`src/rtl/sequence_display_if.sv`:
```
// Handshake and display bus between the game controller and sequence_display.
// seg_n exists only when SEQDISP_SEVENSEG_EN is defined.
interface sequence_display_if;
  logic        start;
  logic        abort;
  logic [2:0]  LVL;
  logic [19:0] S_in;
  logic [3:0]  disp_digit;
  logic        disp_valid;
  logic        busy;
  logic        display_done;
`ifdef SEQDISP_SEVENSEG_EN
  logic [6:0]  seg_n;
`endif

`ifdef SEQDISP_SEVENSEG_EN
  modport master (
    output start, abort, LVL, S_in,
    input  disp_digit, disp_valid, busy, display_done, seg_n
  );
  modport slave (
    input  start, abort, LVL, S_in,
    output disp_digit, disp_valid, busy, display_done, seg_n
  );
`else
  modport master (
    output start, abort, LVL, S_in,
    input  disp_digit, disp_valid, busy, display_done
  );
  modport slave (
    input  start, abort, LVL, S_in,
    output disp_digit, disp_valid, busy, display_done
  );
`endif
endinterface

```
`src/rtl/sequence_display.sv`:
```
// Plays a latched 5-digit hex sequence back one digit at a time (show, then gap).
// Optional registered 7-segment decode of the shown digit: SEQDISP_SEVENSEG_EN.
module sequence_display #(
  parameter int SHOW_CYCLES = 50_000_000,
  parameter int GAP_CYCLES  = 12_500_000,
  parameter int CNT_W       = 26
) (
  input  logic             clk,
  input  logic             rst,
  sequence_display_if.slave sd
);

  typedef enum logic [1:0] {
    S_IDLE = 2'd0,
    S_SHOW = 2'd1,
    S_GAP  = 2'd2,
    S_DONE = 2'd3
  } state_t;

  localparam logic [CNT_W-1:0] SHOW_LOAD = CNT_W'(SHOW_CYCLES - 1);
  localparam logic [CNT_W-1:0] GAP_LOAD  = CNT_W'(GAP_CYCLES - 1);
  localparam logic [CNT_W-1:0] CNT_ZERO  = CNT_W'(0);
  localparam logic [CNT_W-1:0] CNT_ONE   = CNT_W'(1);

  state_t           state_q, state_d;
  logic [CNT_W-1:0] cnt_q, cnt_d;
  logic [2:0]       idx_q, idx_d;
  logic [2:0]       num_q, num_d;
  logic [19:0]      seq_q, seq_d;
  logic [3:0]       disp_digit_q, disp_digit_d;
  logic             disp_valid_q, disp_valid_d;
  logic             busy_q, busy_d;
  logic             done_q, done_d;
`ifdef SEQDISP_SEVENSEG_EN
  logic [6:0]       seg_q, seg_d;
`endif

  function automatic logic [2:0] digit_count(input logic [2:0] lvl);
    case (lvl)
      3'd0:                         digit_count = 3'd1;
      3'd1, 3'd2, 3'd3, 3'd4, 3'd5: digit_count = lvl;
      default:                      digit_count = 3'd5;
    endcase
  endfunction

  function automatic logic [3:0] seq_nibble(input logic [19:0] seq, input logic [2:0] idx);
    case (idx)
      3'd0:    seq_nibble = seq[19:16];
      3'd1:    seq_nibble = seq[15:12];
      3'd2:    seq_nibble = seq[11:8];
      3'd3:    seq_nibble = seq[7:4];
      3'd4:    seq_nibble = seq[3:0];
      default: seq_nibble = 4'h0;
    endcase
  endfunction

`ifdef SEQDISP_SEVENSEG_EN
  // Active-low {g,f,e,d,c,b,a}
  function automatic logic [6:0] hex_to_seg(input logic [3:0] hex);
    case (hex)
      4'h0:    hex_to_seg = 7'h40;
      4'h1:    hex_to_seg = 7'h79;
      4'h2:    hex_to_seg = 7'h24;
      4'h3:    hex_to_seg = 7'h30;
      4'h4:    hex_to_seg = 7'h19;
      4'h5:    hex_to_seg = 7'h12;
      4'h6:    hex_to_seg = 7'h02;
      4'h7:    hex_to_seg = 7'h78;
      4'h8:    hex_to_seg = 7'h00;
      4'h9:    hex_to_seg = 7'h10;
      4'hA:    hex_to_seg = 7'h08;
      4'hB:    hex_to_seg = 7'h03;
      4'hC:    hex_to_seg = 7'h46;
      4'hD:    hex_to_seg = 7'h21;
      4'hE:    hex_to_seg = 7'h06;
      default: hex_to_seg = 7'h0E;
    endcase
  endfunction
`endif

  // Playback sequencing; outputs are derived from the next state so they register in step with it.
  always_comb begin
    state_d = state_q;
    cnt_d   = cnt_q;
    idx_d   = idx_q;
    num_d   = num_q;
    seq_d   = seq_q;
    if (sd.abort && (state_q != S_IDLE)) begin
      state_d = S_IDLE;
      cnt_d   = CNT_ZERO;
      idx_d   = 3'd0;
    end else begin
      case (state_q)
        S_IDLE: begin
          if (sd.start && !sd.abort) begin
            seq_d   = sd.S_in;
            num_d   = digit_count(sd.LVL);
            idx_d   = 3'd0;
            cnt_d   = SHOW_LOAD;
            state_d = S_SHOW;
          end else begin
            state_d = S_IDLE;
          end
        end
        S_SHOW: begin
          if (cnt_q == CNT_ZERO) begin
            state_d = S_GAP;
            cnt_d   = GAP_LOAD;
          end else begin
            cnt_d = cnt_q - CNT_ONE;
          end
        end
        S_GAP: begin
          if (cnt_q != CNT_ZERO) begin
            cnt_d = cnt_q - CNT_ONE;
          end else if (idx_q == (num_q - 3'd1)) begin
            state_d = S_DONE;
          end else begin
            idx_d   = idx_q + 3'd1;
            cnt_d   = SHOW_LOAD;
            state_d = S_SHOW;
          end
        end
        S_DONE: begin
          state_d = S_IDLE;
          cnt_d   = CNT_ZERO;
        end
        default: begin
          state_d = S_IDLE;
          cnt_d   = CNT_ZERO;
        end
      endcase
    end

    disp_valid_d = (state_d == S_SHOW);
    disp_digit_d = disp_valid_d ? seq_nibble(seq_d, idx_d) : 4'h0;
    busy_d       = (state_d != S_IDLE);
    done_d       = (state_d == S_DONE);
`ifdef SEQDISP_SEVENSEG_EN
    seg_d        = disp_valid_d ? hex_to_seg(disp_digit_d) : 7'h7F;
`endif
  end

  // State, dwell counter, latched sequence and registered outputs.
  always_ff @(posedge clk or posedge rst) begin
    if (rst) begin
      state_q      <= S_IDLE;
      cnt_q        <= CNT_ZERO;
      idx_q        <= 3'd0;
      num_q        <= 3'd0;
      seq_q        <= 20'h00000;
      disp_digit_q <= 4'h0;
      disp_valid_q <= 1'b0;
      busy_q       <= 1'b0;
      done_q       <= 1'b0;
`ifdef SEQDISP_SEVENSEG_EN
      seg_q        <= 7'h7F;
`endif
    end else begin
      state_q      <= state_d;
      cnt_q        <= cnt_d;
      idx_q        <= idx_d;
      num_q        <= num_d;
      seq_q        <= seq_d;
      disp_digit_q <= disp_digit_d;
      disp_valid_q <= disp_valid_d;
      busy_q       <= busy_d;
      done_q       <= done_d;
`ifdef SEQDISP_SEVENSEG_EN
      seg_q        <= seg_d;
`endif
    end
  end

  assign sd.disp_digit   = disp_digit_q;
  assign sd.disp_valid   = disp_valid_q;
  assign sd.busy         = busy_q;
  assign sd.display_done = done_q;
`ifdef SEQDISP_SEVENSEG_EN
  assign sd.seg_n        = seg_q;
`endif

endmodule

```
`src/flat_wrapper.sv`:
```
// flat-port wrapper written by rule: the top's interface ports become plain ports
module sequence_display_flat 
#(
  parameter int SHOW_CYCLES = 50_000_000,
  parameter int GAP_CYCLES  = 12_500_000,
  parameter int CNT_W       = 26
)
  (clk, rst, sd_start, sd_abort, sd_LVL, sd_S_in, sd_disp_digit, sd_disp_valid, sd_busy, sd_display_done);
  sequence_display_if sd_i ();
  input  logic clk;
  input  logic rst;
  input wire logic [$bits(sd_i.start)-1:0] sd_start;
  input wire logic [$bits(sd_i.abort)-1:0] sd_abort;
  input wire logic [$bits(sd_i.LVL)-1:0] sd_LVL;
  input wire logic [$bits(sd_i.S_in)-1:0] sd_S_in;
  output wire logic [$bits(sd_i.disp_digit)-1:0] sd_disp_digit;
  output wire logic [$bits(sd_i.disp_valid)-1:0] sd_disp_valid;
  output wire logic [$bits(sd_i.busy)-1:0] sd_busy;
  output wire logic [$bits(sd_i.display_done)-1:0] sd_display_done;
  assign sd_i.start = sd_start;
  assign sd_i.abort = sd_abort;
  assign sd_i.LVL = sd_LVL;
  assign sd_i.S_in = sd_S_in;
  assign sd_disp_digit = sd_i.disp_digit;
  assign sd_disp_valid = sd_i.disp_valid;
  assign sd_busy = sd_i.busy;
  assign sd_display_done = sd_i.display_done;
  sequence_display #(.SHOW_CYCLES(SHOW_CYCLES), .GAP_CYCLES(GAP_CYCLES), .CNT_W(CNT_W)) u_core (.clk(clk), .rst(rst), .sd(sd_i));
endmodule
```
`config.mk`:
```
export PLATFORM = sky130hd
export DESIGN_NAME = sequence_display_flat
export DESIGN_NICKNAME = d
export VERILOG_FILES = /design/src/rtl/sequence_display_if.sv /design/src/rtl/sequence_display.sv /design/src/flat_wrapper.sv
export SDC_FILE = /design/constraint.sdc
export NUM_CORES = 1
export LEC_CHECK = 0
export CORE_MARGIN = 5
export CORE_UTILIZATION = 40
export CTS_CLUSTER_DIAMETER = 80
export DETAILED_ROUTE_END_ITERATION = 10
export GPL_TIMING_DRIVEN = 0
export PLACE_DENSITY = 0.61
export SYNTH_ARGS = -nofsm -noshare
export SYNTH_HDL_FRONTEND = slang
export SYNTH_SLANG_ARGS = --single-unit
export TNS_END_PERCENT = 5
```
`constraint.sdc`:
```
create_clock -name clk -period 2.4 [get_ports clk]
set_input_delay 0.48 -clock clk [delete_from_list [all_inputs] [get_ports clk]]
set_output_delay 0.48 -clock clk [all_outputs]
set_load 0.01 [all_outputs]
```
# --- After elaboration in Yosys (flattened, before gate mapping) ---
# Index checks and enable logic that the tools add are counted.
# Widths: inputs -> output; s select.
totals:
  output_inout_bits: 7
  in_bits: 27
  wordCells: 66
  regBits: 61
op_classes:
  n_reduce_logical: 13
  add_sub_neg: 3
  bitwise: 1
  muxes: 23
  n_eq_ne: 17
op_table:
  columns: ["operator", "count"]
  rows:
  - ["$mux 26", 5]
  - ["$pmux 26 s4", 1]
  - ["$mux 20", 3]
  - ["$logic_not 26->1", 1]
  - ["$reduce_bool 26->1", 1]
  - ["$sub 26x1->26 const B", 1]
  - ["$pmux 4 s5", 1]
  - ["$eq 3x2->1 const B", 4]
  - ["$mux 3", 4]
  - ["$pmux 3 s2", 2]
  - ["$eq 3x3->1 const B", 3]
  - ["$mux 2", 4]
  - ["$pmux 2 s4", 1]
  - ["$eq 2x2->1 const B", 3]
  - ["$eq 3x1->1 const B", 2]
  - ["$logic_not 3->1", 2]
  - ["$reduce_or 5->1", 1]
  - ["$eq 2x1->1 const B", 2]
  - ["$mux 4", 1]
  - ["$ne 4x2->1 const B", 1]
  - ["$reduce_bool 2->1", 2]
  - ["$add 3x1->3 const B", 1]
  - ["$eq 3x3->1", 1]
  - ["$ne 3x1->1 const B", 1]
  - ["other kinds (8)", 9]

# --- Depth between registers and ports, before layout ---
# Gate-level depths: netlist (run 1).
logic_depth:
  ltp_word: 9
  mapped_depth: 11
  ltp_nobuf: 10

# --- Worst setup path before layout (run 1) ---
# Ideal clock, no wire load.
synth_timing:
  path_type: "register to register"
  start: "register u_core.cnt_q[0]"
  end: "register u_core.disp_digit_q[1] (netlist: u_core.sd.disp_digit[1])"
  required_time_ns: 2.265
  period_less_slack_ns: 2.517
  path_slack_ns: -0.117
  setup_ns: 0.135
  t_arrival_ns: 2.382
  n_path_buf: 0
  path_stages_with_launch: 10
  cell_sequence: "dfrtp_1 -> inv_1 -> ha_1 -> nor4b_1 -> nand3_1 -> nor4b_4 -> mux2i_2 -> mux2_2 -> a22oi_1 -> a21oi_1"
synth_via:
  elab_chain_len: 7
  elab_cells_between_ends: 17
  classes_between: "eq/ne (5); mux (9); reduce/logical (3)"
synth_lines:
  columns: ["element", "line", "rtl"]
  rows:
  - ["start, declared", "sequence_display.sv:26", "logic [CNT_W-1:0] cnt_q, cnt_d;"]
  - ["start signal, assigned", "sequence_display.sv:161", "cnt_q <= cnt_d;"]
  - ["$reduce_bool 26->1 (*)", "sequence_display.sv:114", "if (cnt_q != CNT_ZERO) begin"]
  - ["$mux 3 (*)", "sequence_display.sv:114", null]
  - ["$pmux 3 s2 (*)", "sequence_display.sv:93", "case (state_q)"]
  - ["$mux 3 (*)", "sequence_display.sv:88", "if (sd.abort && (state_q != S_IDLE)) begin"]
  - ["net u_core.idx_d[2]", "sequence_display.sv:27", "logic [2:0] idx_q, idx_d;"]
  - ["$eq 3x3->1, or another cell as far along", "sequence_display.sv:47", "case (idx)"]
  - ["$pmux 4 s5 (*)", "sequence_display.sv:47", null]
  - ["$mux 4 (*)", "sequence_display.sv:136", "disp_digit_d = disp_valid_d ? seq_nibble(seq_d, idx_d) : 4'h0;"]
  - ["net u_core.disp_digit_d[1]", "sequence_display.sv:30", "logic [3:0] disp_digit_q, disp_digit_d;"]
  - ["end signal, assigned", "sequence_display.sv:165", "disp_digit_q <= disp_digit_d;"]
  - ["end, declared", "sequence_display.sv:30", null]
# The timed path passes the listed nets; every way through them passes the cells marked *.
# A chain may end at the register's enable or synchronous reset.

# --- Worst setup path after layout (run 1) ---
layout_timing:
  start: "register u_core.cnt_q[17]"
  end: "register u_core.disp_digit_q[1] (netlist: u_core.sd.disp_digit[1])"
# The elaborated chain is that of the path after synthesis.

==> summary.md, run 1 <==
| Metric | Value |
|---|---|
| Most common cell in the synthesized netlist | `dfrtp_1` |
| WL met2 | `between 4 and 5 mm` |
| Yosys reg bits | `just over 60` |
| CP Launch Type | `register` |
| TritonCTS clock tree | `built` |
| Netlist Area Pre-Place | `about 3400 µm²` |
| WP data arrival | `around 2.8 ns` |
| Initial Util | `0.4112` |
| Hold_ws | `roughly 0.50 ns` |
| Reg power frac | `0.458` |
| Die height | `102.1 µm` |
| CP Class | `register to register` |
| Total power draw | `just under 3 mW` |
| Initial antenna violation count | `0` |
| Uppermost layer routed | `met4` |
| Total Routed Length | `approximately 8.6 mm` |
| Final Max Tran Viols | `0` |
| Unique masters post-synth | `61` |
| Post-DR wirelength/cell | `between 15 and 20 µm` |
| Vias | `between 2000 and 3000` |
| Internal power | `2.041 mW` |
| Tmin final | `2.542 ns` |
| Setup violators final | `8` |
| Total Routing Usage GR | `0.1728` |
| Count of input and output buffers | `33` |
| Post-Layout Inst Area | `about 4400 µm²` |
| Switching Share | `0.2963` |
| Total nets after synthesis | `between 300 and 400` |
| Synthesis Warnings | `0` |
| Period utilisation layout | `1.059` |
| Skew-Pair Late Insertion Delay | `around 0.35 ns` |
| Syn-to-layout area delta | `30.91%` |
| DPL Wire Length | `5.668 mm` |
| Final Hold Fails | `0` |
| Met3 wire len | `about 320 µm` |
| Synth area leader | `dfrtp_1` |
| Post-synth top cells | `61 x dfrtp_1, 30 x nor2_1, 23 x mux2_2, 23 x o21ai_0, 22 x nand2_1` |
| CP max FO | `6` |
| Status | `finished, violations left` |
| Comb pwr share | `0.222` |
| Max-slew headroom | `0.6207` |
| Core Util, Final | `0.5383` |
| PD cells | `about 650 nW/µm²` |
| Initial drt markers | `between 150 and 200` |
| Nets@finish | `roughly 430` |
| Final clock skew | `around 0.013 ns` |
| Sequential fraction of the synthesis area | `0.4495` |
| Fmax | `~0.4 GHz` |
| Post-route ant nets | `0` |
| Layout cells sized above 1 | `0.2850` |
| Number of max-cap violations | `0` |
| Post-synthesis instance total | `330` |
| Syn avg cell area | `~10 µm²` |
| RSZ-0062 raised after global routing | `true` |
| M1 wire length | `4.103 mm` |
| EDFF count, synth | `0` |
| Pin count of the biggest net entering global routing | `38` |
| Maximum vdd drop | `316.3 µV` |
| Area of the core | `around 8300 µm²` |
| Leakage | `1.738 nW` |
| First-pass GRT wire length | `around 14 mm` |
| Synth area leaders | `dfrtp_1 45%, mux2_2 7.6%, o21ai_0 3.4%` |
| Rows | `33` |
| Clk sinks | `61` |
| CTS buffer count | `9` |
| Hold/Removal Path Class | `input port to async pin` |
| DP Area | `3900 µm²` |
| Post-synth ARST share | `1.000` |
| WP data required | `between 2 and 3 ns` |
| Htree depth | `3` |
| Share of the synthesized area in the top cell type | `0.4495` |
| Vias in the first global route | `2849` |
| Vias per cell | `between 5 and 6` |
| Top-level port count | `34` |
| Failing checks | `setup timing` |
| Final worst slack | `-0.1416 ns` |
| Worst slew pin tran | `around 0.57 ns` |
| Remaining global-route overflow | `0` |
| Die width | `just over 100 µm` |
| Cts hold-fix bufs | `0` |
| GPL Wtd Cong | `between 0.8 and 0.9` |
| Die area | `10430 µm²` |
| N_diodes | `0` |
| Clock network power share | `0.320` |
| Residual DRC | `0` |
| Worst Setup End Kind | `register` |
| NetSw | `~0.86 mW` |
| Ys flop type | `dfrtp_1` |
| Clock transition at path regs | `roughly 0.080 ns` |
| CTS Buffer Depth | `2` |
| Setup TNS | `-0.7056 ns` |
| Clk root buf | `clkbuf_8` |
| DRT Pass-1 Iters | `4` |
final timing paths:
kind,from,endpoint,slack (ns),depth (start not counted)
setup / recovery,u_core.cnt_q[17],u_core.sd.disp_digit[1],-0.14,7
hold / removal,rst,u_core.cnt_q[19],0.50,2
setup reg to reg,u_core.cnt_q[17],u_core.sd.disp_digit[1],-0.14,7
hold reg to reg,u_core.seq_q[5],u_core.seq_q[5],0.50,1
max in group asynchronous,rst,u_core.num_q[0],1.30,3
min in group clk,u_core.seq_q[5],u_core.seq_q[5],0.50,1
cell usage in the layout (no fill, tap or decap), types with 4 or more instances in the layout:
cell type	Yosys	final
dfrtp_1	61	58
clkdlybuf4s50_1	0	33
nor2_1	30	28
buf_4	0	25
o21ai_0	23	22
nand2_1	22	21
mux2_2	23	21
a21oi_1	18	18
inv_1	14	11
clkbuf_8	0	11
nor3_1	8	7
o21a_1	8	7
a311oi_1	7	7
nor4_4	4	6
nand3_1	8	6
clkbuf_1	11	5
nor3_4	2	4
xor2_1	4	4
mux2i_4	0	4
ha_1	4	4
state kept, by name, summed over array words and instances, names as in the netlist:
signal	count
u_core.sd.disp_valid	1
u_core.cnt_q	26
u_core.idx_q	3
u_core.num_q	3
u_core.sd.disp_digit	4
u_core.seq_q	20
u_core.sd.display_done	1
u_core.sd.busy	1
u_core.state_q	2
worst max-delay path, stage by stage (launching register included):
cell and delay (ns):
dfrtp_1 0.43, nor4_4 0.38, nand4_4 0.20, nor4b_4 0.39, mux2i_4 0.43, mux2_4 0.33, a22oi_1 0.15, a21oi_1 0.09
power groups by stage:
stage	Combinational [mW]	Clock (mW)	Sequential (mW)
3_3_place_gp	0.574	0	1.31
5_1_grt	0.705	0.986	1.35
3_5_place_dp	0.589	0	1.31
4_1_cts	0.637	0.953	1.30
6_report	0.644	0.929	1.33
2_1_floorplan	0.423	0	1.29
final cells by class:
| cell class | count | area, µm² |
|---|---|---|
| buffer | 10 | 52.55 |
| clock buffer | 11 | 151.4 |
| clock inverter | 4 | 47.55 |
| fill | 741 | 3812 |
| inverter | 14 | 52.55 |
| multi-input combinational | 241 | 1938 |
| sequential | 61 | 1530 |
| tap | 105 | 131.4 |
| timing repair buffer | 59 | 541.8 |
stage by stage:
| step | worst slack (ns) | std cells |
|---|---|---|
| 6_report | -0.1416 | 505 |
| 5_1_grt | -0.2807 | 505 |
| 4_1_cts | -0.1333 | 495 |
| 3_5_place_dp | -0.6240 | 469 |
| 3_3_place_gp | -0.7389 | 468 |
| 2_1_floorplan | 0.006296 | 330 |
metal layers:
metal  vias up  track usage
met2        75       0.2554
met4         0      0.07366
met1      1375       0.2517
met5         -            0
li1       1352            -
met3        12      0.02662
timing repair:
item                       4_1_cts  5_1_grt
setup endpoints to repair       30       27
buffers inserted                13       12
pin swaps                       11       16
gates resized for setup         21       20
gates cloned                     1        0
cell families after synthesis:
| kind of cell | synth area share |
|---|---|
| AO/OA/AOI/OAI | 0.1610 |
| XOR/XNOR | 0.02763 |
| adder cells (fa/ha/maj) | 0.01769 |
| buffers and inverters | 0.03353 |
| multiplexers | 0.08843 |
| AND/OR/NAND/NOR | 0.2222 |
| flip-flops | 0.4495 |
Power figures use the tool's default switching activity.
==> run 2, diff against run 1 <==
- CORE_UTILIZATION: 40 -> 45
- PLACE_DENSITY: 0.61 -> 0.67
- SLEW_MARGIN: default -> 20
==> run 2 against run 1 <==
  * The flow still finishes with violations (setup timing)
  * Power up 0.37%
  * Sequential share of layout area up 0.066 points
  * Non-clock buffer count up 1
  * Utilization up 7.1 points
  * Clock-buffer cell count down 1
  * Sequential power about the same
  * Combinational power up 6.2%
  * Die area down 10%
  * Register-to-register slack about the same
  * Global-route usage up 2.1 points
  * Maximum frequency about the same
  * Worst hold slack worse by 0.037 ns
==> summary.md, run 2 (synthesis gave the netlist of run 1 again) <==
| Metric | Value |
|---|---|
| DRT Pass-1 Iters | `5` |
| Core Util, Final | `0.6095` |
| Vias in the first global route | `~3000` |
| DPL Wire Length | `approximately 5.6 mm` |
| Max-slew headroom | `0.6144` |
| Leakage | `around 1.7 nW` |
| Post-Layout Inst Area | `roughly 4400 µm²` |
| R2r setup slk | `-0.14 ns` |
| Worst slew pin tran | `slightly below 0.6 ns` |
| N_diodes | `0` |
| Maximum vdd drop | `342.5 µV` |
| Vias per cell | `between 5 and 6` |
| Worst Setup End Kind | `register` |
| Clk sinks | `61` |
| Rows | `31` |
| Initial drt markers | `roughly 160` |
| Most frequent cells in the layout | `56 x dfrtp_1, 33 x clkdlybuf4s50_1, 29 x nor2_1` |
| Layout cells sized above 1 | `0.2935` |
| Count of input and output buffers | `33` |
| Status | `finished, violations left` |
| CP max FO | `6` |
| Final clock skew | `approximately 0.0093 ns` |
| Die width | `roughly 97 µm` |
| WP data arrival | `between 2 and 3 ns` |
| Setup violators final | `6` |
| Die height | `96.87 µm` |
| Clock transition at path regs | `about 0.08 ns` |
| Initial Util | `0.4657` |
| CTS Buffer Depth | `2` |
| Cts hold-fix bufs | `0` |
| WP data required | `approximately 2.6 ns` |
| Hold/Removal Path Class | `input port to async pin` |
| Total Routing Usage GR | `0.1938` |
| Clk root buf | `clkbuf_8` |
| Fmax | `between 0.3 and 0.4 GHz` |
| Total Routed Length | `about 8.8 mm` |
| Final Hold Fails | `0` |
| Fillers | `approximately 640` |
| Final std cells w/o fill | `between 500 and 600` |
| Pin count of the biggest net entering global routing | `33` |
| Area of the core | `approximately 7300 µm²` |
| Max FFs per register | `26` |
| Total power draw | `2.911 mW` |
| Area of the multi-input gates | `1933 µm²` |
| First-pass GRT wire length | `~15 mm` |
| PD cells | `655.0 nW/µm²` |
| Initial antenna violation count | `0` |
| CP Launch Type | `register` |
| Syn-to-layout area delta | `30.88%` |
| Skew-Pair Late Insertion Delay | `between 0.3 and 0.4 ns` |
| Sequential cell area | `between 1500 and 2000 µm²` |
| Post-DR wirelength/cell | `about 18 µm` |
| Most common cell after layout, fill and taps aside | `dfrtp_1` |
| GPL Wtd Cong | `between 0.8 and 0.9` |
| Placed Instances | `463` |
| Number of max-cap violations | `0` |
| Die area | `9384 µm²` |
| Top-level port count | `34` |
| Tmin final | `between 2 and 3 ns` |
| Failing checks | `setup timing` |
| Post-route ant nets | `0` |
| Vias | `around 2900` |
| Reg with most FFs | `u_core.cnt_q` |
| CP Class | `register to register` |
| Final Max Tran Viols | `0` |
| RSZ-0062 raised after global routing | `true` |
| Final worst slack | `-0.1433 ns` |
| Remaining global-route overflow | `0` |
| Nets@finish | `~430` |
| Htree depth | `3` |
| CTS buffer count | `9` |
| Residual DRC | `0` |
| Hold_ws | `0.4623 ns` |
| DP Area | `a little under 4000 µm²` |
| TritonCTS clock tree | `built` |
| Period utilisation layout | `1.060` |
[run 2: final timing paths]
| check | startpoint | end | depth (start not counted) |
|---|---|---|---|
| max | u_core.cnt_q[15] | u_core.sd.disp_digit[1] | 7 |
| min | rst | u_core.cnt_q[22] | 2 |
| max reg2reg | u_core.cnt_q[15] | u_core.sd.disp_digit[1] | 7 |
| min reg2reg | u_core.seq_q[18] | u_core.seq_q[18] | 1 |
| max in group asynchronous | rst | u_core.cnt_q[7] | 3 |
| min in group clk | u_core.seq_q[18] | u_core.seq_q[18] | 1 |
[run 2: layer usage]
layer,up-vias,GRT usage,wire (µm)
met2,84,0.2877,4130
met3,14,0.05108,447
met1,1419,0.2710,4052
li1,1341,-,-
met5,-,0,0
met4,0,0.07235,146
[run 2: final cells by class]
class	count	area share
multi-input cells	241	0.4350
inverters	14	0.01239
flip-flops and latches	61	0.3449
well taps	99	0.02787
clock inverters	6	0.01436
repair buffers	58	0.1219
plain buffers	12	0.01492
clock buffers	10	0.02872
[run 2: timing repair]
| item | 4_1_cts | 5_1_grt |
|---|---|---|
| resized for setup | 31 | 15 |
| buffers inserted | 15 | 9 |
| pin swaps | 13 | 11 |
| cloned | 1 | 0 |
| endpoints found under the setup margin | 30 | 30 |
[run 2: report_power, final]
group / switching, mW / internal, mW / total (mW)
Clock: 0.439 / 0.477 / 0.916
Combinational: 0.342 / 0.343 / 0.684
Sequential: 0.131 / 1.18 / 1.31
[run 2: through the flow]
step / setup WS (ns) / setup TNS [ns]
floorplan: 0.006296 / 0
finish: -0.1433 / -0.6288
global placement: -0.7362 / -55.83
detailed placement: -0.5810 / -10.90
global route: -0.2578 / -1.945
CTS: -0.1353 / -0.5847
[run 2: worst max-delay path, cell delays in order (launching register included)]
cell and delay, ns:
dfrtp_2 0.45, nor4_4 0.38, nand4_4 0.20, nor4b_4 0.39, mux2i_4 0.43, mux2_4 0.34
a22oi_2 0.16, a21oi_2 0.08
==> run 3, diff against run 2 <==
- HOLD_SLACK_MARGIN: default -> 0.03
==> results of run 3 <==
Final layout, timing and power as in run 2 (identical DEF).
